<file path="src/rtl/program_loader_if.sv">
// program_loader_if: byte-stream handshake and instruction-memory write bus of the loader.
//   master : stream source / system side (drives start, in_valid, in_data)
//   slave  : the loader (drives in_ready, IM_*, cpu_hold, done, error)
// Signals:
//   start            single-cycle request to begin a new load
//   in_valid/in_data stream byte offered by the source
//   in_ready         loader accepts a byte this cycle
//   IM_we/addr/data  instruction-memory write port (7-bit address, 16-bit word)
//   cpu_hold         processor held in reset while high
//   done / error     load finished with good / bad checksum
interface program_loader_if;
    logic        start;
    logic        in_valid;
    logic [7:0]  in_data;
    logic        in_ready;
    logic        IM_we;
    logic [6:0]  IM_addr;
    logic [15:0] IM_data;
    logic        cpu_hold;
    logic        done;
    logic        error;

    modport master (
        output start, in_valid, in_data,
        input  in_ready, IM_we, IM_addr, IM_data, cpu_hold, done, error
    );

    modport slave (
        input  start, in_valid, in_data,
        output in_ready, IM_we, IM_addr, IM_data, cpu_hold, done, error
    );
endinterface

</file>
<file path="src/rtl/program_loader.sv">
// program_loader: boot-time writer for the 128x16 instruction memory.
// Receives a count byte, 2N data bytes (high byte first) and an XOR checksum byte over a
// valid/ready stream, writes each word to sequential addresses starting at 0, and releases
// the processor (cpu_hold low) only after the whole image is written with a matching checksum.
// Ports:
//   Clk    system clock, rising edge
//   Reset  asynchronous active-high reset
//   bus    program_loader_if.slave (stream in, IM write port out, status out)
// All outputs come from flops or from a decode of the state register only.
module program_loader #(
    parameter int unsigned WORDS = 128
) (
    input logic             Clk,
    input logic             Reset,
    program_loader_if.slave bus
);

    typedef enum logic [2:0] {
        StIdle, StCount, StHi, StLo, StWrite, StCheck, StDone, StErr
    } state_e;

    // Highest legal address; guards against wrap even if the limit were corrupted.
    localparam logic [6:0] MaxAddr = 7'(WORDS - 1);

    state_e      state_q, state_d;
    logic [6:0]  addr_q, addr_d;
    logic [6:0]  limit_q, limit_d;
    logic [15:0] data_q, data_d;
    logic [7:0]  csum_q, csum_d;

    logic in_ready;
    logic im_we;
    logic cpu_hold;
    logic done;
    logic error;
    logic accept;
    logic last_word;

    assign accept    = bus.in_valid & in_ready;
    assign last_word = (addr_q == limit_q) || (addr_q == MaxAddr);

    // State and datapath registers
    always_ff @(posedge Clk or posedge Reset) begin
        if (Reset) begin
            state_q <= StIdle;
            addr_q  <= '0;
            limit_q <= '0;
            data_q  <= '0;
            csum_q  <= '0;
        end else begin
            state_q <= state_d;
            addr_q  <= addr_d;
            limit_q <= limit_d;
            data_q  <= data_d;
            csum_q  <= csum_d;
        end
    end

    // Next state and datapath updates
    always_comb begin
        state_d = state_q;
        addr_d  = addr_q;
        limit_d = limit_q;
        data_d  = data_q;
        csum_d  = csum_q;
        unique case (state_q)
            StIdle: begin
                if (bus.start) state_d = StCount;
            end
            StCount: begin
                if (accept) begin
                    limit_d = bus.in_data[6:0];
                    csum_d  = bus.in_data;
                    addr_d  = '0;
                    state_d = StHi;
                end
            end
            StHi: begin
                if (accept) begin
                    data_d[15:8] = bus.in_data;
                    csum_d       = csum_q ^ bus.in_data;
                    state_d      = StLo;
                end
            end
            StLo: begin
                if (accept) begin
                    data_d[7:0] = bus.in_data;
                    csum_d      = csum_q ^ bus.in_data;
                    state_d     = StWrite;
                end
            end
            StWrite: begin
                if (last_word) begin
                    state_d = StCheck;
                end else begin
                    addr_d  = addr_q + 7'd1;
                    state_d = StHi;
                end
            end
            StCheck: begin
                if (accept) state_d = (bus.in_data == csum_q) ? StDone : StErr;
            end
            StDone, StErr: begin
                if (bus.start) state_d = StCount;
            end
            default: state_d = StIdle;
        endcase
    end

    // Outputs decoded from the state register only (no input-to-output paths)
    always_comb begin
        in_ready = 1'b0;
        im_we    = 1'b0;
        cpu_hold = 1'b1;
        done     = 1'b0;
        error    = 1'b0;
        unique case (state_q)
            StCount, StHi, StLo, StCheck: in_ready = 1'b1;
            StWrite: im_we = 1'b1;
            StDone: begin
                done     = 1'b1;
                cpu_hold = 1'b0;
            end
            StErr: error = 1'b1;
            default: ;
        endcase
    end

    assign bus.in_ready = in_ready;
    assign bus.IM_we    = im_we;
    assign bus.IM_addr  = addr_q;
    assign bus.IM_data  = data_q;
    assign bus.cpu_hold = cpu_hold;
    assign bus.done     = done;
    assign bus.error    = error;

endmodule

</file>
<file path="src/flat_wrapper.sv">
// flat-port wrapper written by rule: the top's interface ports become plain ports
module program_loader_flat 
#(
    parameter int unsigned WORDS = 128
)
  (Clk, Reset, bus_start, bus_in_valid, bus_in_data, bus_in_ready, bus_IM_we, bus_IM_addr, bus_IM_data, bus_cpu_hold, bus_done, bus_error);
  program_loader_if bus_i ();
  input logic Clk;
  input logic Reset;
  input wire logic [$bits(bus_i.start)-1:0] bus_start;
  input wire logic [$bits(bus_i.in_valid)-1:0] bus_in_valid;
  input wire logic [$bits(bus_i.in_data)-1:0] bus_in_data;
  output wire logic [$bits(bus_i.in_ready)-1:0] bus_in_ready;
  output wire logic [$bits(bus_i.IM_we)-1:0] bus_IM_we;
  output wire logic [$bits(bus_i.IM_addr)-1:0] bus_IM_addr;
  output wire logic [$bits(bus_i.IM_data)-1:0] bus_IM_data;
  output wire logic [$bits(bus_i.cpu_hold)-1:0] bus_cpu_hold;
  output wire logic [$bits(bus_i.done)-1:0] bus_done;
  output wire logic [$bits(bus_i.error)-1:0] bus_error;
  assign bus_i.start = bus_start;
  assign bus_i.in_valid = bus_in_valid;
  assign bus_i.in_data = bus_in_data;
  assign bus_in_ready = bus_i.in_ready;
  assign bus_IM_we = bus_i.IM_we;
  assign bus_IM_addr = bus_i.IM_addr;
  assign bus_IM_data = bus_i.IM_data;
  assign bus_cpu_hold = bus_i.cpu_hold;
  assign bus_done = bus_i.done;
  assign bus_error = bus_i.error;
  program_loader #(.WORDS(WORDS)) u_core (.Clk(Clk), .Reset(Reset), .bus(bus_i));
endmodule
</file>
<file path="config.mk">
export PLATFORM = sky130hd
export DESIGN_NAME = program_loader_flat
export DESIGN_NICKNAME = d
export VERILOG_FILES = /design/src/rtl/program_loader_if.sv /design/src/rtl/program_loader.sv /design/src/flat_wrapper.sv
export SDC_FILE = /design/constraint.sdc
export NUM_CORES = 1
export LEC_CHECK = 0
export CAP_MARGIN = 40
export CORE_MARGIN = 2
export CORE_UTILIZATION = 30
export DETAILED_ROUTE_END_ITERATION = 10
export PLACE_DENSITY = 0.54
export SLEW_MARGIN = 40
export SYNTH_ARGS = -nofsm -noshare
export SYNTH_HDL_FRONTEND = slang
export SYNTH_SLANG_ARGS = --single-unit
</file>
<file path="constraint.sdc">
create_clock -name Clk -period 2.32 [get_ports Clk]
set_input_delay 0.232 -clock Clk [delete_from_list [all_inputs] [get_ports Clk]]
set_output_delay 0.232 -clock Clk [all_outputs]
set_load 0.05 [all_outputs]
</file>
==> flow_metrics.env <==
export IMPL_io_buffers=39
export IMPL_synth_seq_area_share=0.5071
export IMPL_cts_hold_buffers=0
export IMPL_r2r_cells=5
export IMPL_avgSynthCellArea_sq_um=11.18
export IMPL_worst_path_max_fanout=10
export IMPL_grt_setup_unrepaired="no"
export IMPL_cellPowerDensity_nw_per_um2=1578
export IMPL_clock_path_buffers=2
export IMPL_max_freq_ghz=0.4661
export IMPL_power_mw=4.084
export IMPL_overflow=0
export IMPL_grt_pass1_vias=1508
export IMPL_worst_slack_ns=0.1744
export IMPL_reg2reg_to="u_core.bus.IM_addr[5]$_DFFE_PP0P_"
export IMPL_synth_top_area_frac=0.5071
export IMPL_path_clk_slew_ns=0.08
export IMPL_critPathCapture="bus_cpu_hold"
export IMPL_r2r_start="u_core.state_q[2]$_DFFE_PP0P_"
export IMPL_antenna_left=0
export IMPL_diodes=0
export IMPL_core_area_sq_um=6422
export IMPL_grt_max_degree=42
export IMPL_drv_slew=0
export IMPL_first_pass_iters=3
export IMPL_worstPathArrival_ns=1.91
export IMPL_path_class="reg -> out"
export IMPL_cts_tree="done"
export IMPL_worstPathCellList="nand2_1 -> or2_2 -> clkdlybuf4s50_1"
export IMPL_antenna_found_initial=0
export IMPL_grt_busiest_layer="met2"
export IMPL_grt_met3_usage=0.03754
export IMPL_cts_buffers=5
export IMPL_drc_errors=0
export IMPL_routabilityCongestion=0.7737
export IMPL_synth_cell_types=38
export IMPL_row_count=29
export IMPL_synth_seq_cells=41
export IMPL_pre_cts_ws_ns=0.3187
export IMPL_synthArstFlopShare=1.000
export IMPL_track_usage=0.1236
export IMPL_timing_final_crit_period_ns=2.146
export IMPL_power_switching_mw=1.911
export IMPL_timing_critical_path_buf_inv=1
export IMPL_ys_warn_count=0
export IMPL_clock_sinks=41
export IMPL_grt_pass1_wl_mm=7.286
export IMPL_outcome="finished clean"
export IMPL_worst_pin_slew_ns=0.6037
export IMPL_r2r_setup_slack_ns=0.50
export IMPL_max_cap_violations=0
export IMPL_die_area_sq_um=7417
export IMPL_clk_latency_ns=0.29
export IMPL_setup_viol=0
export IMPL_synth_ff_type="dfrtp_1"
export IMPL_io_pins=40
export IMPL_wl_per_cell_um=13.72
export IMPL_via_count=1432
export IMPL_crit_slowest_cell="clkdlybuf4s50_1"
export IMPL_synth_edf_count=0
export IMPL_syn_to_final_growth_pct=27.89
export IMPL_die_w_um=86.12
export IMPL_seq_power_share=0.338
export IMPL_hold_violations=0
export IMPL_setup_worst_path_end_class="primary output"
export IMPL_timing_final_crit_share=0.9248
export IMPL_routed_wl_mm=4.143
export IMPL_final_util=0.4029
export IMPL_die_y_um=86.12
export IMPL_p_int_mw=2.173
export IMPL_ir_drop_mv=0.7892
export IMPL_slew_headroom=0.5976
export IMPL_yosys_top_cells_count="dfrtp_1 (41), nand2_1 (26), mux2_2 (23)"
export IMPL_start_kind="flop"
export IMPL_crit_start="u_core.state_q[1]$_DFFE_PP0P_"
export IMPL_switching_share=0.4679
export IMPL_fin_setup_tns_ns=0
export IMPL_cts_resized=0
export IMPL_syn_inst=181
export IMPL_worst_path_stages=3
export IMPL_fin_nets=237
export IMPL_initial_core_util=0.3150
export IMPL_synthMostInstantiatedCell="dfrtp_1"
export IMPL_cts_root_buf="clkbuf_8"
export IMPL_cts_setup_buffers=0
export IMPL_synth_top_area_cell="dfrtp_1"
export IMPL_clkPwrFrac=0.113
export IMPL_synth_area_top_cells="dfrtp_1 (51%), mux2_2 (13%), xor2_1 (5.6%), nand2_1 (4.8%), xnor2_1 (4.3%)"
export IMPL_met2_usage=0.1868
export IMPL_power_leakage_nw=1.072
export IMPL_post_dp_hpwl_mm=2.904
export IMPL_syn_nets=194
export IMPL_grt_use_met1=0.1694
export IMPL_via_per_inst=4.742
export IMPL_fin_worst_skew_ns=0.005295
export IMPL_required_ns=2.09
export IMPL_layout_drive_gt1_share=0.2044
export IMPL_p_comb_frac=0.549
export IMPL_slowest_delay_ns=0.70
export IMPL_synth_area_sq_um=2023
export IMPL_htreeDepth=2
export IMPL_min_path_type="in -> async"
export IMPL_crit_family="buffers and inverters"
export IMPL_drtIter0Drc=41
## tightest hold or removal path: stages
cell             delay [ns]
clkdlybuf4s50_1        0.40
inv_1                  0.05
buf_4                  0.43
## layout by cell type, fill, tap and decap left out, drive strengths merged, types with 4 or more instances in the layout
master,instances
dfrtp,41
clkdlybuf4s50,36
nand2,26
mux2,23
nand3,14
xor2,13
xnor2,10
buf,8
clkbuf,6
inv,5
o31ai,4
o21ai,4
## sequential cells by signal, indices dropped and copies added, names as in the netlist
name,flops
u_core.bus.IM_data,16
u_core.state_q,3
u_core.bus.IM_addr,7
u_core.limit_q,7
u_core.csum_q,8
## metal layers
layer / up-vias / part of all wire
met5: - / 0
met4: 0 / 0.011
met3: 7 / 0.050
met2: 32 / 0.46
met1: 685 / 0.48
li1: 708 / -
## per-stage QoR
step | hold slack, ns | instances | area [sq um]
after detailed placement | 0.4930 | 294 | 2500
final | 0.3652 | 302 | 2587
after CTS | 0.3908 | 302 | 2587
after global routing | 0.4245 | 302 | 2587
after global placement | 0.4871 | 294 | 2491
after floorplan | 0.3825 | 181 | 2023
## power groups by stage
stage                     sequential (mW)  clock (mW)  combinational, mW
final                                1.38       0.463               2.24
after global routing                 1.44       0.510               2.40
after CTS                            1.38       0.487               2.27
after floorplan                      1.97           0               1.01
after detailed placement             1.39           0               2.26
after global placement               1.39           0               2.22
## worst min-delay path by stage
| stage | to | start | slack (ns) | depth (start not counted) |
|---|---|---|---|---|
| after floorplan | u_core.limit_q[0]$_DFFE_PP0P_ | bus_in_data[0] | 0.38 | 1 |
| after global placement | u_core.bus.IM_data[4]$_DFFE_PP0P_ | u_core.bus.IM_data[4]$_DFFE_PP0P_ | 0.49 | 1 |
| after detailed placement | u_core.bus.IM_data[6]$_DFFE_PP0P_ | u_core.bus.IM_data[6]$_DFFE_PP0P_ | 0.49 | 1 |
| after CTS | u_core.bus.IM_data[4]$_DFFE_PP0P_ | Reset | 0.39 | 3 |
| after global routing | u_core.bus.IM_data[10]$_DFFE_PP0P_ | Reset | 0.42 | 3 |
| final | u_core.bus.IM_data[10]$_DFFE_PP0P_ | Reset | 0.37 | 3 |
## final cells by class
| type | instances | area, sq um |
|---|---|---|
| Sequential cell | 41 | 1026 |
| Fill cell | 631 | 3835 |
| Tap cell | 77 | 96.34 |
| Timing Repair Buffer | 44 | 420.4 |
| Multi-Input combinational cell | 127 | 938.4 |
| Clock inverter | 2 | 15.01 |
| Inverter | 5 | 18.77 |
| Clock buffer | 6 | 72.57 |
## cells by family (layout without fill, tap and decap cells)
kind of cell / after synthesis / after routing / share of synthesized area
DFF: 41 / 41 / 0.5071
buffers and inverters: 13 / 57 / 0.03339
xor gates and xnor gates: 23 / 23 / 0.09957
AOI/OAI and AO/OA: 20 / 20 / 0.07544
and+or+nand+nor: 60 / 60 / 0.1503
adders and majority gates: 1 / 1 / 0.006183
muxes: 23 / 23 / 0.1280
Note: power is estimated with default switching activity, not from simulation.
